===== src/rtl/tc_multi_pkg.sv =====
// Shared definitions for the multi-channel timer: register offsets,
// control-field layout, mode and channel-FSM encodings.
package tc_multi_pkg;

    // Register offsets inside one channel's 16-byte slot
    localparam logic [3:0]  REG_CTRL   = 4'h0;
    localparam logic [3:0]  REG_PRESET = 4'h4;
    localparam logic [3:0]  REG_COUNT  = 4'h8;

    // Shared status register and window geometry
    localparam logic [7:0]  OFF_STATUS = 8'h80;
    localparam int          CH_STRIDE  = 16;
    localparam logic [15:0] WIN_BYTES  = 16'h0100;

    typedef enum logic [1:0] {
        MODE_ONESHOT  = 2'b00,
        MODE_PERIODIC = 2'b01,
        MODE_PULSE    = 2'b10,
        MODE_PER_ALT  = 2'b11
    } tc_mode_e;

    typedef enum logic [1:0] {
        ST_IDLE = 2'b00,
        ST_LOAD = 2'b01,
        ST_CNT  = 2'b10
    } tc_state_e;

    // CTRL register layout: [3] IM, [2:1] MODE, [0] EN
    typedef struct packed {
        logic     im;
        tc_mode_e mode;
        logic     en;
    } tc_ctrl_t;

    // Pulse-mode flags only live for one cycle unless set again
    function automatic logic self_clearing(input tc_mode_e m);
        return m == MODE_PULSE;
    endfunction

endpackage


===== src/rtl/tc_multi_channel.sv =====
// One timer channel: CTRL/PRESET/COUNT registers and the IDLE/LOAD/CNT FSM.
// A CTRL or PRESET write to this channel freezes the FSM for that cycle,
// except that enabling an idle channel moves it straight into LOAD.
module tc_channel
    import tc_multi_pkg::*;
#(
    parameter int CNT_W = 32
) (
    input  logic             clk,
    input  logic             reset,
    input  logic             wr_ctrl,
    input  logic             wr_preset,
    input  logic [CNT_W-1:0] wd,
    output tc_ctrl_t         ctrl,
    output logic [CNT_W-1:0] preset,
    output logic [CNT_W-1:0] count,
    output logic             term
);

    localparam logic [CNT_W-1:0] ONE = CNT_W'(1);

    tc_state_e state, state_nxt;
    logic      stall, kick, at_term;
    logic      load_cnt, dec_cnt, clr_en;

    assign stall   = wr_ctrl | wr_preset;
    assign kick    = wr_ctrl & wd[0] & (state == ST_IDLE);
    // Terminal is caught at 1 (or 0) so the counter never wraps
    assign at_term = count <= ONE;

    // State register: kick on enabling write, otherwise advance unless stalled
    always_ff @(posedge clk or posedge reset) begin
        if (reset)       state <= ST_IDLE;
        else if (kick)   state <= ST_LOAD;
        else if (!stall) state <= state_nxt;
    end

    // Next-state decode
    always_comb begin
        state_nxt = state;
        case (state)
            ST_IDLE: if (ctrl.en) state_nxt = ST_LOAD;
            ST_LOAD: state_nxt = ctrl.en ? ST_CNT : ST_IDLE;
            ST_CNT: begin
                if (!ctrl.en)                                  state_nxt = ST_IDLE;
                else if (at_term && ctrl.mode == MODE_ONESHOT) state_nxt = ST_IDLE;
            end
            default: state_nxt = ST_IDLE;
        endcase
    end

    // FSM outputs: terminal pulse and counter/enable commands
    always_comb begin
        term     = 1'b0;
        load_cnt = 1'b0;
        dec_cnt  = 1'b0;
        clr_en   = 1'b0;
        if (!stall) begin
            case (state)
                ST_LOAD: load_cnt = ctrl.en;
                ST_CNT: begin
                    if (ctrl.en) begin
                        if (at_term) begin
                            term = 1'b1;
                            if (ctrl.mode == MODE_ONESHOT) clr_en   = 1'b1;
                            else                           load_cnt = 1'b1;
                        end else begin
                            dec_cnt = 1'b1;
                        end
                    end
                end
                default: ;
            endcase
        end
    end

    // CTRL register; hardware drops EN when a one-shot expires
    always_ff @(posedge clk or posedge reset) begin
        if (reset)        ctrl    <= '0;
        else if (wr_ctrl) ctrl    <= tc_ctrl_t'(wd[3:0]);
        else if (clr_en)  ctrl.en <= 1'b0;
    end

    // PRESET register; only sampled at LOAD or reload
    always_ff @(posedge clk or posedge reset) begin
        if (reset)          preset <= '0;
        else if (wr_preset) preset <= wd;
    end

    // Down counter
    always_ff @(posedge clk or posedge reset) begin
        if (reset)         count <= '0;
        else if (load_cnt) count <= preset;
        else if (dec_cnt)  count <= count - ONE;
    end

endmodule


===== src/rtl/tc_multi.sv =====
// Multi-channel down-counting timer on the bridge. Decodes the register
// window at BASE, instantiates NCH channels, owns sticky STATUS and IRQ.
module tc_multi
    import tc_multi_pkg::*;
#(
    parameter logic [15:0] BASE  = 16'h7F00,
    parameter int          NCH   = 2,
    parameter int          CNT_W = 32
) (
    input  logic        clk,
    input  logic        reset,
    input  logic [15:0] addr,
    input  logic        we,
    input  logic [31:0] wd,
    output logic [31:0] RD,
    output logic        IRQ
);

    logic [15:0]    off;
    logic           in_win, is_ch, is_status;
    logic [2:0]     ch_sel;
    logic [3:0]     reg_sel;

    tc_ctrl_t       ctrl_arr   [NCH];
    logic [CNT_W-1:0] preset_arr [NCH];
    logic [CNT_W-1:0] count_arr  [NCH];
    logic [NCH-1:0] term_vec, im_vec, self_clr, w1c, status, status_nxt;

    // Upper write-data bits beyond CNT_W/NCH carry no state
    logic unused_wd;
    assign unused_wd = ^wd;

    assign off       = addr - BASE;
    assign in_win    = off < WIN_BYTES;
    assign ch_sel    = off[6:4];
    assign reg_sel   = off[3:0];
    assign is_ch     = in_win & ~off[7] & (int'(ch_sel) < NCH);
    assign is_status = in_win & (off[7:0] == OFF_STATUS);

    for (genvar g = 0; g < NCH; g++) begin : g_ch
        logic sel;
        assign sel = we & is_ch & (ch_sel == 3'(g));

        tc_channel #(.CNT_W(CNT_W)) u_ch (
            .clk       (clk),
            .reset     (reset),
            .wr_ctrl   (sel & (reg_sel == REG_CTRL)),
            .wr_preset (sel & (reg_sel == REG_PRESET)),
            .wd        (wd[CNT_W-1:0]),
            .ctrl      (ctrl_arr[g]),
            .preset    (preset_arr[g]),
            .count     (count_arr[g]),
            .term      (term_vec[g])
        );

        assign im_vec[g]   = ctrl_arr[g].im;
        assign self_clr[g] = self_clearing(ctrl_arr[g].mode);
    end

    // Set beats write-1-to-clear; pulse-mode flags drop after one cycle
    assign w1c        = (we & is_status) ? wd[NCH-1:0] : '0;
    assign status_nxt = term_vec | (status & ~w1c & ~self_clr);

    // Sticky interrupt status
    always_ff @(posedge clk or posedge reset) begin
        if (reset) status <= '0;
        else       status <= status_nxt;
    end

    assign IRQ = |(status & im_vec);

    // Combinational read mux, zero for anything unmapped
    always_comb begin
        RD = '0;
        if (is_status) begin
            RD = 32'(status);
        end else if (is_ch) begin
            for (int i = 0; i < NCH; i++) begin
                if (ch_sel == 3'(i)) begin
                    case (reg_sel)
                        REG_CTRL:   RD = {28'd0, ctrl_arr[i]};
                        REG_PRESET: RD = 32'(preset_arr[i]);
                        REG_COUNT:  RD = 32'(count_arr[i]);
                        default:    RD = '0;
                    endcase
                end
            end
        end
    end

endmodule


===== config.mk =====
export PLATFORM = sky130hd
export DESIGN_NAME = tc_multi
export DESIGN_NICKNAME = d
export VERILOG_FILES = /design/src/rtl/tc_multi_pkg.sv /design/src/rtl/tc_multi_channel.sv /design/src/rtl/tc_multi.sv
export SDC_FILE = /design/constraint.sdc
export NUM_CORES = 1
export LEC_CHECK = 0
export ABC_CLOCK_PERIOD_IN_PS = 4550
export BUFFER_PORTS_ARGS = -buffer_cell sky130_fd_sc_hd__buf_4
export CORE_MARGIN = 1
export CORE_UTILIZATION = 60
export CTS_BUF_LIST = sky130_fd_sc_hd__clkbuf_8
export CTS_CLUSTER_SIZE = 16
export DETAILED_ROUTE_END_ITERATION = 10
export PLACE_DENSITY = 0.81
export SETUP_SLACK_MARGIN = 0.5
export SYNTH_ARGS = -nofsm -noshare
export SYNTH_HDL_FRONTEND = slang
export SYNTH_SLANG_ARGS = --single-unit

===== constraint.sdc =====
create_clock -name clk -period 4.55 [get_ports clk]
set_input_delay 0 -clock clk [delete_from_list [all_inputs] [get_ports clk]]
set_output_delay 0 -clock clk [all_outputs]
set_load 0.02 [all_outputs]

==> metrics.txt <==
CTS max path bufs 2; Num CTS Buffers 17; area added between synthesis and finish 17.6%; Max VDD drop 0.000367 V; die area 14500 um^2; clk_lat worst skew 0.46 ns; Final Skew 0.0139 ns; Seq/Total Area, Yosys 42.3%; final hold violations 0; drt total wl 24400 um; routed vias/inst 6.52; status finished, final reports clean; # setup viols final 0; Tot GR Track Use 35.9%; routability congestion estimate 0.917; post-synthesis instance total between 800 and 900; HPWL after DPL around 16000 um; RSZ-0062 raised after global routing no; Residual DRC 0; ys async rst share 100%; most common cell after layout, fill and taps aside dfrtp_1; CORE AREA 13500 um^2; CTS tree done; unique cell type count in the Yosys netlist 64; EDFF count, synth 0; First DRT Iteration DRCs 826; Hold Crit Class in2reg; DIE HEIGHT 120 um; Wirelength per Cell 21.3 um; main flop type after synthesis dfrtp_1; worst-path maximum fanout 34; Die Wd 120 um; Synth top area share 42.3%; global-route wire length before repair 39600 um; Routed Antenna Nets 0; Netlist Area Pre-Place roughly 8400 um^2; Initial Util 62.5%; Post-CTS Resized 0; WS Path Type in2reg; Fmax between 300 and 400 MHz; # rows 42; synth warn 0; initial antenna violation count 0; clk sinks 142; nature of the critical path endpoint register; PwrDens 266 nW/um^2; vias in the first global route 7276; Max-Cap Viols 0; cell taking the most area after synthesis dfrtp_1; Critical Path Source Type primary input; Tmin final 3.01 ns; Leak 0.00400 uW; Setup Fix Bufs, Post-CTS 0; grt ovf 0; Max Slew Vio Count 0; setup TNS 0 ns; commonest cells after routing, fill and taps aside dfrtp_1 (142), buf_4 (92), nor2_1 (84); nets@finish 1021; syn_nets 932; Avg Inst Size Synth 9.67 um^2; Synth area leaders dfrtp_1 (42%), mux2_2 (9.2%), a22oi_1 (5.0%); port bufs 83; pin count of the biggest net entering global routing 95; First-pass DRT Iterations 9; Slew headroom 33.2%; root buf cell clkbuf_8; synthesized flop and latch total 142; fin crit share 66.1%; H-tree depth 4; layout cells sized above 1 a little under a quarter; slew at the pin closest to its max-slew limit 1.00 ns; clk slew on worst S/H paths 0.08 ns; critical path data arrival time 3.34 ns; # IOs 84; Power Total 2630 uW; CP Data Required Time slightly below 5 ns; via count 7490
[sequential cells by signal, summed over array words and instances (netlist names)]
register,flops
g_ch.u_ch.count,64
g_ch.u_ch.state,4
g_ch.u_ch.preset,64
g_ch.u_ch.ctrl,8
status,2
[cell usage after synthesis (2+ instances only)]
library cell,number
a211oi_1,2
a21o_1,3
a21oi_1,34
a22oi_1,56
a31oi_1,8
and3_1,4
and4_1,7
buf_1,10
buf_2,10
clkbuf_1,35
dfrtp_1,142
ha_1,12
inv_1,15
mux2_2,69
mux2i_1,5
nand2_1,65
nand2b_1,2
nand3_1,19
nand3b_1,3
nand4_1,17
nand4b_1,2
nor2_1,84
nor2b_1,4
nor3_1,31
nor3_2,6
nor3b_1,4
nor4_1,15
nor4_2,9
nor4_4,2
nor4b_1,8
o211ai_1,3
o21ai_0,17
o21ai_1,31
o22a_1,28
o22ai_1,2
o31ai_1,3
o41ai_1,2
o41ai_2,2
or2_2,2
or3_1,14
or4_1,5
xnor2_1,42
xor2_1,14
[critical path: stages]
cell and delay (ns):
dlygate4sd3_1 0.54, buf_4 0.14, nor4b_1 0.58, and4_1 0.51
nor3_1 0.15, a21oi_4 0.67, buf_4 0.44, a21boi_0 0.23
a21oi_1 0.08
[power by group]
part           internal [uW]  total (uW)  switching (uW)
sequential              1270        1280            10.1
clock                    595        1100             510
combinational            105         243             137
[metal layers]
| metal | wire [um] | GRT usage [%] | vias up | share of wire (%) |
|---|---|---|---|---|
| met5 | 0 | 0 | - | 0 |
| met4 | 541 | 10.7 | 0 | 2.2 |
| met3 | 2240 | 10.7 | 62 | 9.2 |
| met2 | 11400 | 55.6 | 368 | 47 |
| met1 | 10300 | 48.9 | 3664 | 42 |
| li1 | - | - | 3396 | - |
[kinds of logic after synthesis]
| family | after synthesis | share of synthesized area (%) |
|---|---|---|
| AOI/OAI and AO/OA | 202 | 16.4 |
| xor gates and xnor gates | 56 | 5.84 |
| adders and majority gates | 12 | 1.79 |
| buffers and inverters | 71 | 3.41 |
| DFF | 142 | 42.3 |
| muxes | 75 | 9.97 |
| and+or+nand+nor | 311 | 20.3 |
[final timing paths]
path	from	end	slack (ns)	cells after the start
setup / recovery	we	g_ch[1].u_ch.count[29]	1.54	9
hold / removal	addr[4]	g_ch[0].u_ch.ctrl[2]	0.08	3
setup reg to reg	g_ch[1].u_ch.count[12]	g_ch[1].u_ch.count[25]	1.62	6
hold reg to reg	g_ch[0].u_ch.preset[7]	g_ch[0].u_ch.count[7]	0.52	2
max in group asynchronous	reset	g_ch[1].u_ch.count[27]	3.17	4
min in group asynchronous	reset	g_ch[1].u_ch.preset[5]	0.25	3
[per-stage QoR]
stage | setup slack, ns | utilization, % | cells | instance area (um^2) | hold WS, ns
2_1_floorplan | 0.740 | - | 869 | 8400 | 0.0929
3_3_place_gp | 1.74 | 67.7 | 1081 | 9110 | 0.223
3_5_place_dp | 1.66 | 67.7 | 1081 | 9110 | 0.228
4_1_cts | 1.63 | 73.5 | 1147 | 9880 | 0.0435
5_1_grt | 1.37 | 73.5 | 1147 | 9880 | 0.100
6_report | 1.54 | 73.5 | 1149 | 9890 | 0.0769
[cell type report]
type / instances / area (um^2)
fill: 987 / 3570
antenna: 2 / 5.00
clock buffer: 17 / 234
sequential: 142 / 3550
clock inverter: 15 / 199
multi-input combinational: 656 / 4580
tap: 176 / 220
timing repair buffer: 126 / 1030
inverter: 15 / 61.3
[timing repair]
| item | in CTS | in global routing |
|---|---|---|
| setup endpoints to repair | 0 | 0 |
| endpoints found under the hold margin | 169 | 0 |
| hold buffers | 34 | 0 |
(Power assumes the default switching activity.)
